`src/rtl/cpu_rom_fetch_if.sv`:
```
// CPU-side strobe/data and SDRAM-side toggle handshake of the ROM fetch buffer.
interface cpu_rom_fetch_if;
    logic        mem_rd;
    logic        cpu_rom_memrq;
    logic [24:0] sdr_addr;
    logic        flush;
    logic [15:0] cpu_dout;
    logic        cpu_ready;
    logic        sdr_req;
    logic        sdr_ack;
    logic [24:0] sdr_rom_addr;
    logic [63:0] sdr_data;

    // Environment side: the CPU plus the SDRAM controller.
    modport master (
        output mem_rd, cpu_rom_memrq, sdr_addr, flush, sdr_ack, sdr_data,
        input  cpu_dout, cpu_ready, sdr_req, sdr_rom_addr
    );

    // The fetch buffer itself.
    modport slave (
        input  mem_rd, cpu_rom_memrq, sdr_addr, flush, sdr_ack, sdr_data,
        output cpu_dout, cpu_ready, sdr_req, sdr_rom_addr
    );
endinterface

```
`src/rtl/cpu_rom_fetch.sv`:
```
// Two-entry direct-mapped 64-bit line buffer between the CPU ROM reads and
// a toggle-handshake SDRAM port. Hits return in one cycle; misses stall the
// CPU until the line arrives.
module cpu_rom_fetch (
    input  logic             clk,
    input  logic             reset,
    cpu_rom_fetch_if.slave   bus
);
    typedef enum logic {IDLE, WAIT} state_t;

    state_t      state;
    logic [1:0]  valid;
    logic [20:0] tag_mem  [2];
    logic [63:0] line_mem [2];

    // Miss context held for the duration of the fetch.
    logic        idx_q;
    logic [20:0] tag_q;
    logic [1:0]  word_q;
    logic        flushed_q;   // a flush was seen after the miss: do not validate the fill

    logic        idx;
    logic [20:0] tag_in;
    logic [1:0]  word_in;
    logic        strobe;
    logic        hit;
    logic        miss;
    logic        done;

    assign idx     = bus.sdr_addr[3];
    assign tag_in  = bus.sdr_addr[24:4];
    assign word_in = bus.sdr_addr[2:1];
    assign strobe  = bus.mem_rd & bus.cpu_rom_memrq;
    // A flush in the same cycle invalidates the line before it could be used.
    assign hit     = strobe & valid[idx] & (tag_mem[idx] == tag_in) & ~bus.flush;
    assign miss    = strobe & ~hit;
    assign done    = (state == WAIT) & (bus.sdr_ack == bus.sdr_req);

    function automatic logic [15:0] sel_word(input logic [63:0] d, input logic [1:0] w);
        return d[{w, 4'b0000} +: 16];
    endfunction

    // Control FSM with registered CPU and SDRAM-request outputs.
    always_ff @(posedge clk or posedge reset) begin
        if (reset) begin
            state            <= IDLE;
            valid            <= 2'b00;
            bus.cpu_dout     <= 16'h0000;
            bus.cpu_ready    <= 1'b1;
            bus.sdr_req      <= 1'b0;
            bus.sdr_rom_addr <= 25'd0;
            idx_q            <= 1'b0;
            tag_q            <= 21'd0;
            word_q           <= 2'b00;
            flushed_q        <= 1'b0;
        end else begin
            if (bus.flush)
                valid <= 2'b00;
            case (state)
                IDLE: begin
                    if (hit) begin
                        bus.cpu_dout <= sel_word(line_mem[idx], word_in);
                    end else if (miss) begin
                        bus.sdr_rom_addr <= {bus.sdr_addr[24:3], 3'b000};
                        bus.sdr_req      <= ~bus.sdr_req;
                        bus.cpu_ready    <= 1'b0;
                        idx_q            <= idx;
                        tag_q            <= tag_in;
                        word_q           <= word_in;
                        flushed_q        <= bus.flush;
                        state            <= WAIT;
                    end
                end
                WAIT: begin
                    if (bus.flush)
                        flushed_q <= 1'b1;
                    if (done) begin
                        // Overrides the flush clear above for this entry only when no flush was seen.
                        valid[idx_q]  <= ~(flushed_q | bus.flush);
                        bus.cpu_dout  <= sel_word(bus.sdr_data, word_q);
                        bus.cpu_ready <= 1'b1;
                        state         <= IDLE;
                    end
                end
                default: state <= IDLE;
            endcase
        end
    end

    // Line storage; contents are meaningless until the valid bit is set.
    always_ff @(posedge clk) begin
        if (done) begin
            line_mem[idx_q] <= bus.sdr_data;
            tag_mem[idx_q]  <= tag_q;
        end
    end
endmodule

```
`src/flat_wrapper.sv`:
```
// flat-port wrapper written by rule: the top's interface ports become plain ports
module cpu_rom_fetch_flat 
  (clk, reset, bus_mem_rd, bus_cpu_rom_memrq, bus_sdr_addr, bus_flush, bus_sdr_ack, bus_sdr_data, bus_cpu_dout, bus_cpu_ready, bus_sdr_req, bus_sdr_rom_addr);
  cpu_rom_fetch_if bus_i ();
  input  logic clk;
  input  logic reset;
  input wire logic [$bits(bus_i.mem_rd)-1:0] bus_mem_rd;
  input wire logic [$bits(bus_i.cpu_rom_memrq)-1:0] bus_cpu_rom_memrq;
  input wire logic [$bits(bus_i.sdr_addr)-1:0] bus_sdr_addr;
  input wire logic [$bits(bus_i.flush)-1:0] bus_flush;
  input wire logic [$bits(bus_i.sdr_ack)-1:0] bus_sdr_ack;
  input wire logic [$bits(bus_i.sdr_data)-1:0] bus_sdr_data;
  output wire logic [$bits(bus_i.cpu_dout)-1:0] bus_cpu_dout;
  output wire logic [$bits(bus_i.cpu_ready)-1:0] bus_cpu_ready;
  output wire logic [$bits(bus_i.sdr_req)-1:0] bus_sdr_req;
  output wire logic [$bits(bus_i.sdr_rom_addr)-1:0] bus_sdr_rom_addr;
  assign bus_i.mem_rd = bus_mem_rd;
  assign bus_i.cpu_rom_memrq = bus_cpu_rom_memrq;
  assign bus_i.sdr_addr = bus_sdr_addr;
  assign bus_i.flush = bus_flush;
  assign bus_i.sdr_ack = bus_sdr_ack;
  assign bus_i.sdr_data = bus_sdr_data;
  assign bus_cpu_dout = bus_i.cpu_dout;
  assign bus_cpu_ready = bus_i.cpu_ready;
  assign bus_sdr_req = bus_i.sdr_req;
  assign bus_sdr_rom_addr = bus_i.sdr_rom_addr;
  cpu_rom_fetch u_core (.clk(clk), .reset(reset), .bus(bus_i));
endmodule
```
`config.mk`:
```
export PLATFORM = sky130hd
export DESIGN_NAME = cpu_rom_fetch_flat
export DESIGN_NICKNAME = d
export VERILOG_FILES = /design/src/rtl/cpu_rom_fetch_if.sv /design/src/rtl/cpu_rom_fetch.sv /design/src/flat_wrapper.sv
export SDC_FILE = /design/constraint.sdc
export NUM_CORES = 1
export LEC_CHECK = 0
export ABC_CLOCK_PERIOD_IN_PS = 6300
export CAP_MARGIN = 40
export CELL_PAD_IN_SITES_DETAIL_PLACEMENT = 1
export CELL_PAD_IN_SITES_GLOBAL_PLACEMENT = 1
export CORE_MARGIN = 4
export CORE_UTILIZATION = 30
export CTS_BUF_LIST = sky130_fd_sc_hd__clkbuf_8 sky130_fd_sc_hd__clkbuf_16
export CTS_CLUSTER_SIZE = 12
export DETAILED_ROUTE_END_ITERATION = 16
export PLACE_DENSITY_LB_ADDON = 0.2
export SLEW_MARGIN = 20
export SYNTH_ARGS = -nofsm -noshare
export SYNTH_HDL_FRONTEND = slang
export SYNTH_SLANG_ARGS = --single-unit
```
`constraint.sdc`:
```
create_clock -name clk -period 6.3 [get_ports clk]
set_input_delay 1.26 -clock clk [delete_from_list [all_inputs] [get_ports clk]]
set_output_delay 1.26 -clock clk [all_outputs]
set_load 0.02 [all_outputs]
```
Yosys cells after proc, flatten, opt, wreduce, memory -nomap -nowiden

Memories as Yosys holds them, arrays and structs flattened.
Index checks and enable logic that the tools add are counted.

Output and inout port bits: 43
Logic and storage cells: 66
Memories kept: 2
Register bits after elaboration: 68
Input bits: 95
Bits in writable memories: 170

Reduce and logical (&&, ||, !) cells: 5
Multiplexer cells: 25
Bitwise logic cells: 12
Equal/unequal tests: 7
$lt $le $gt $ge: 3
Shift-type cells: 2

Memories:

| memory          | depth | width | rd ports | clocked after Yosys merged registers in | write ports | line                | text |
|---|---|---|---|---|---|---|---|
| u_core.line_mem | 2     | 64    | 1        | 0                                       | 1           | cpu_rom_fetch.sv:14 | `logic [63:0] line_mem [2];` |
| u_core.tag_mem  | 2     | 21    | 1        | 0                                       | 1           | cpu_rom_fetch.sv:13 | `logic [20:0] tag_mem [2];` |

Operators with widths:

| operator                                                                      | count |
|---|---|
| 64-bit by 7-bit variable part select with 16-bit output                       | 2 |
| 16-bit 2-to-1 mux                                                             | 2 |
| 16-bit one-hot mux with 2 select lines                                        | 1 |
| 21-bit == test                                                                | 1 |
| 1-bit 2-to-1 mux                                                              | 14 |
| 3-bit AND reduction                                                           | 3 |
| 1-bit bitwise AND                                                             | 6 |
| 2-bit 2-to-1 mux                                                              | 3 |
| 2-bit != test (second input constant)                                         | 3 |
| 1-bit one-hot mux with 2 select lines                                         | 3 |
| 1-bit inverter                                                                | 5 |
| 1-bit by 2-bit less-than comparator with 1-bit output (second input constant) | 2 |
| 2-bit by 1-bit != test with 1-bit output (second input constant)              | 2 |
| 2-bit bitwise mux                                                             | 1 |
| 2-bit AND reduction                                                           | 1 |
| 1-bit demux with 1-bit select                                                 | 1 |
| 1-bit == test                                                                 | 1 |
| 1-bit greater-or-equal comparator (second input constant)                     | 1 |
| 1-bit logical AND                                                             | 1 |
| 1-bit OR                                                                      | 1 |

Logic depth before layout (Yosys ltp)

Depth in word-level cells: 10
Gate-level depth with buffers: 11
Depth with buffers taken out: 6

Least setup slack after synthesis

Ideal clock, no wire load.

Path type: input -> register
From: input bus_sdr_ack
To: memory u_core.line_mem[0][0] (enable)
Data arrival time: 5.422 ns
Path slack: 0.348 ns
Path buffers: 1
Cell stages on the path: 4
Library setup time: 0.529 ns
Cells stage by stage: xnor2_1 -> nand2_1 -> clkbuf_1 -> nor2_1

Cells in the longest elaborated chain, start to end: 4

RTL lines:

| item                                   | line                | text |
|---|---|---|
| from (decl)                            | flat_wrapper.sv:11  | `input wire logic [$bits(bus_i.sdr_ack)-1:0] bus_sdr_ack;` |
| 1-bit == test                          | cpu_rom_fetch.sv:37 | `assign done = (state == WAIT) & (bus.sdr_ack == bus.sdr_req);` |
| 1-bit bitwise AND                      | cpu_rom_fetch.sv:37 |  |
| 1-bit 2-to-1 mux                       | cpu_rom_fetch.sv:92 | `if (done) begin` |
| 1-bit 2-to-1 mux (implied by the code) | cpu_rom_fetch.sv:93 | `line_mem[idx_q] <= bus.sdr_data;` |
| to (decl)                              | cpu_rom_fetch.sv:14 |  |

Every way passes these cells.

Worst setup path after layout

From: input bus_sdr_addr[3]
To: register u_core.bus.cpu_dout[2]

Cells in the longest elaborated chain, start to end: 7
Elaborated cells between the ends (all ways): 13

RTL lines:

| item                                                           | line                   | text |
|---|---|---|
| from (decl)                                                    | flat_wrapper.sv:9      | `input wire logic [$bits(bus_i.sdr_addr)-1:0] bus_sdr_addr;` |
| branches (longest 7 deep; another with memory read 2 x 64 bit) | n/a                    |  |
| to (signal assigned)                                           | cpu_rom_fetch.sv:62    | `bus.cpu_dout <= sel_word(line_mem[idx], word_in);` |
| to (signal assigned)                                           | cpu_rom_fetch.sv:80    | `bus.cpu_dout <= sel_word(bus.sdr_data, word_q);` |
| to (decl)                                                      | cpu_rom_fetch_if.sv:23 | `output cpu_dout, cpu_ready, sdr_req, sdr_rom_addr` |

Parallel ways; which one is timed is not known. The select of a mux whose other input is x is not followed.
A chain may end at the register's enable or synchronous reset.

==> results.cfg <==
[route]
routed_wirelength_um = 23120
dr.pass1.iters = 4
antenna_left = 0
drc = 0
routed_via_density = 4.824
vias = 4983
dr.first_iter.drc_count = 228
routedWlPerCell_um = 22.38

[final_layout]
multiInputGateArea_um2 = 2521
fillers = 2917
seq_area_um2 = 6257
area_growth_syn_to_layout_pct = 29.02
finalNetCount = 720
insertedDiodeCount = 0
drive_gt1_share_pct = 22.08
final_cells = 1033

[worst_hold_path]
whs_path_depth = 0
hold_path.class = register to register

[timing]
post-route-period-util_pct = 73.69
max_freq_mhz = 215.4
slew-limit-headroom_pct = 44.81
rsz0062_at_grt = false
slew_violations = 0
tightestPinTransition_ns = 0.8236
fin_skew_ns = 0.008947
hold_viol_final = 0
tns_ns = 0
setup_viol = 0
min_period_ns = 4.642

[synthesis]
ys.warnings.count = 0
yosys-top-cells-count = edfxtp_1, mux4_2, dfrtp_1
synth_top_area_share_pct = 56.83
synth_seq_cells = 216
syn_avg_cell_area_um2 = 18.67
synth_ff_type = edfxtp_1
synthCells = 481
synth-async-reset-ratio_pct = 21.30
synthTopCellsByArea = edfxtp_1, dfrtp_1, mux4_2, mux2_4, mux2i_1
yosys.area.top_type = edfxtp_1
yosysMostFrequentCell = edfxtp_1
synth_cell_types = 37
synth.cell_area_um2 = 8982
synth_edf_count = 170
ys_seq_area_share_pct = 69.66

[setup_path]
crit_cells = 8
required_ns = 6.69
path_max_fanout = 34
max_stage_delay_ns = 0.93
critical_path_class = input pin to register
cp-start-kind = input pin
path_common_cell = buf_4
crit_slowest_cell = or3_1
arrival_ns = 5.04
crit_family = simple AND/OR/NAND/NOR gates
rr_worst_depth = 7
worst-path-buf-inv = 2
path_cells = buf_4, buf_4, mux2i_1, xor2_1, o2111ai_1, nand4b_1, or3_1, a31o_2
end_kind = register

[clock_tree]
clk_pin_slew_worst_paths_ns = 0.06
worst_skew_pair.late_latency_ns = 0.51
cts_max_level = 1
clock_path_buffers = 3
cts_buffers = 25
cts_tree = done
postCtsHoldBufs = 0
cts_resized = 0
cts_setup_buffers = 0
cts-root-buf = clkbuf_16
numClockSinks = 216

[pwr]
switching_power_uw = 1388
max-vdd-ir-drop_v = 0.0001742
powerDensity_nw_per_um2 = 407.4
power.internal_uw = 3333
p_comb_share_pct = 26.6
leakage_uw = 0.004040
power_frac_seq_pct = 45.6
swShare_pct = 29.40
clkPwrFrac_pct = 27.8

[place]
gp_congestion = 0.7101
io_buffer_count = 133
place_hpwl_um = 15000
placedCellCount = 988

[floorplanning]
die_w_um = 181.0
core_area_um2 = 29560
ios = 138
die_h_um = 181.0
die-area_um2 = 32770
num_rows = 63
initial_core_util_pct = 30.39

[global_routing]
grt_first_pass_wirelength_um = 35790
antenna_found_initial = 0
grt_pass1_vias = 5774
grtUsageTotal_pct = 14.09
grt_overflow = 0
grt_max_degree = 62

[flow_run]
maxCapViolations = 0

[run_status]
outcome = finished clean
[per-layer routing]
layer	vias to the layer above	wire length, um	track usage [%]
met3	32	1143	2.939
met2	141	11320	23.55
met4	0	399	2.882
met1	2607	10260	19.24
met5	-	0	0
li1	2203	-	-
[final timing paths]
path / start / to / slack (ns)
max in group asynchronous: reset / u_core.bus.cpu_dout[8] / 4.54
min: u_core.bus.sdr_rom_addr[24] / u_core.tag_mem[0][20] / 0.50
min reg2reg: u_core.bus.sdr_rom_addr[24] / u_core.tag_mem[0][20] / 0.50
max: bus_sdr_addr[3] / u_core.bus.cpu_dout[2] / 1.66
max reg2reg: u_core.tag_mem[1][19] / u_core.bus.cpu_dout[2] / 3.18
min in group asynchronous: reset / u_core.tag_q[8] / 1.27
[power by group through the flow]
stage	combinational [uW]	clock (uW)	sequential [uW]
6_report	1260	1310	2150
5_1_grt	1350	1430	2200
4_1_cts	1290	1360	2160
3_5_place_dp	1290	0	2190
3_3_place_gp	1180	0	2190
2_1_floorplan	595	0	2240
[logic make-up (layout without fill, tap and decap cells)]
| family | count (synthesis) | count (layout) | share of synthesized area, % |
|---|---|---|---|
| mux | 108 | 108 | 19.95 |
| flops | 216 | 216 | 69.66 |
| buf+inv | 38 | 198 | 2.452 |
| other cells | 1 | 3 | 0.04175 |
| compound gates | 29 | 29 | 2.271 |
| simple gates | 67 | 67 | 3.483 |
| xor+xnor | 22 | 22 | 2.145 |
[sequential cells by signal (all words and copies together), names as in the netlist]
name / count
u_core.line_mem: 128
u_core.tag_mem: 42
u_core.tag_q: 20
u_core.bus.cpu_dout: 16
u_core.bus.sdr_rom_addr: 2
u_core.valid: 2
u_core.word_q: 2
u_core.bus.cpu_ready: 1
u_core.bus.sdr_req: 1
u_core.flushed_q: 1
u_core.state: 1
[final cells by class]
class	count	share of cell area (%)
Timing Repair Buffer	149	13.50
Tap cell	390	4.211
Clock inverter	19	0.8853
Inverter	4	0.1404
Sequential cell	216	53.99
Clock buffer	26	5.517
Multi-Input combinational cell	229	21.76
[cells in the final DEF, fill, tap and decap left out, drive strengths merged, types with 13 or more instances in the layout]
cell / netlist / layout
edfxtp: 170 / 170
clkdlybuf4s50: 0 / 131
mux4: 48 / 48
dfrtp: 45 / 45
mux2: 37 / 37
nand2: 35 / 35
clkbuf: 16 / 26
mux2i: 23 / 23
xor2: 20 / 20
buf: 18 / 18
nor4: 13 / 13
a31oi: 13 / 13
[per-stage QoR]
step / hold WS (ns) / power (uW) / setup slack [ns] / instance area (um^2) / util [%]
after detailed placement: 0.4954 / 3472 / 1.119 / 10850 / 36.69
after global routing: 0.5246 / 4974 / 1.448 / 11590 / 39.20
after global placement: 0.4788 / 3369 / 1.182 / 10680 / 36.13
after floorplan: 0.5033 / 2836 / 0.3482 / 8990 / -
final: 0.5014 / 4722 / 1.658 / 11590 / 39.20
after CTS: 0.5066 / 4812 / 1.664 / 11590 / 39.20
(Power assumes the default switching activity.)
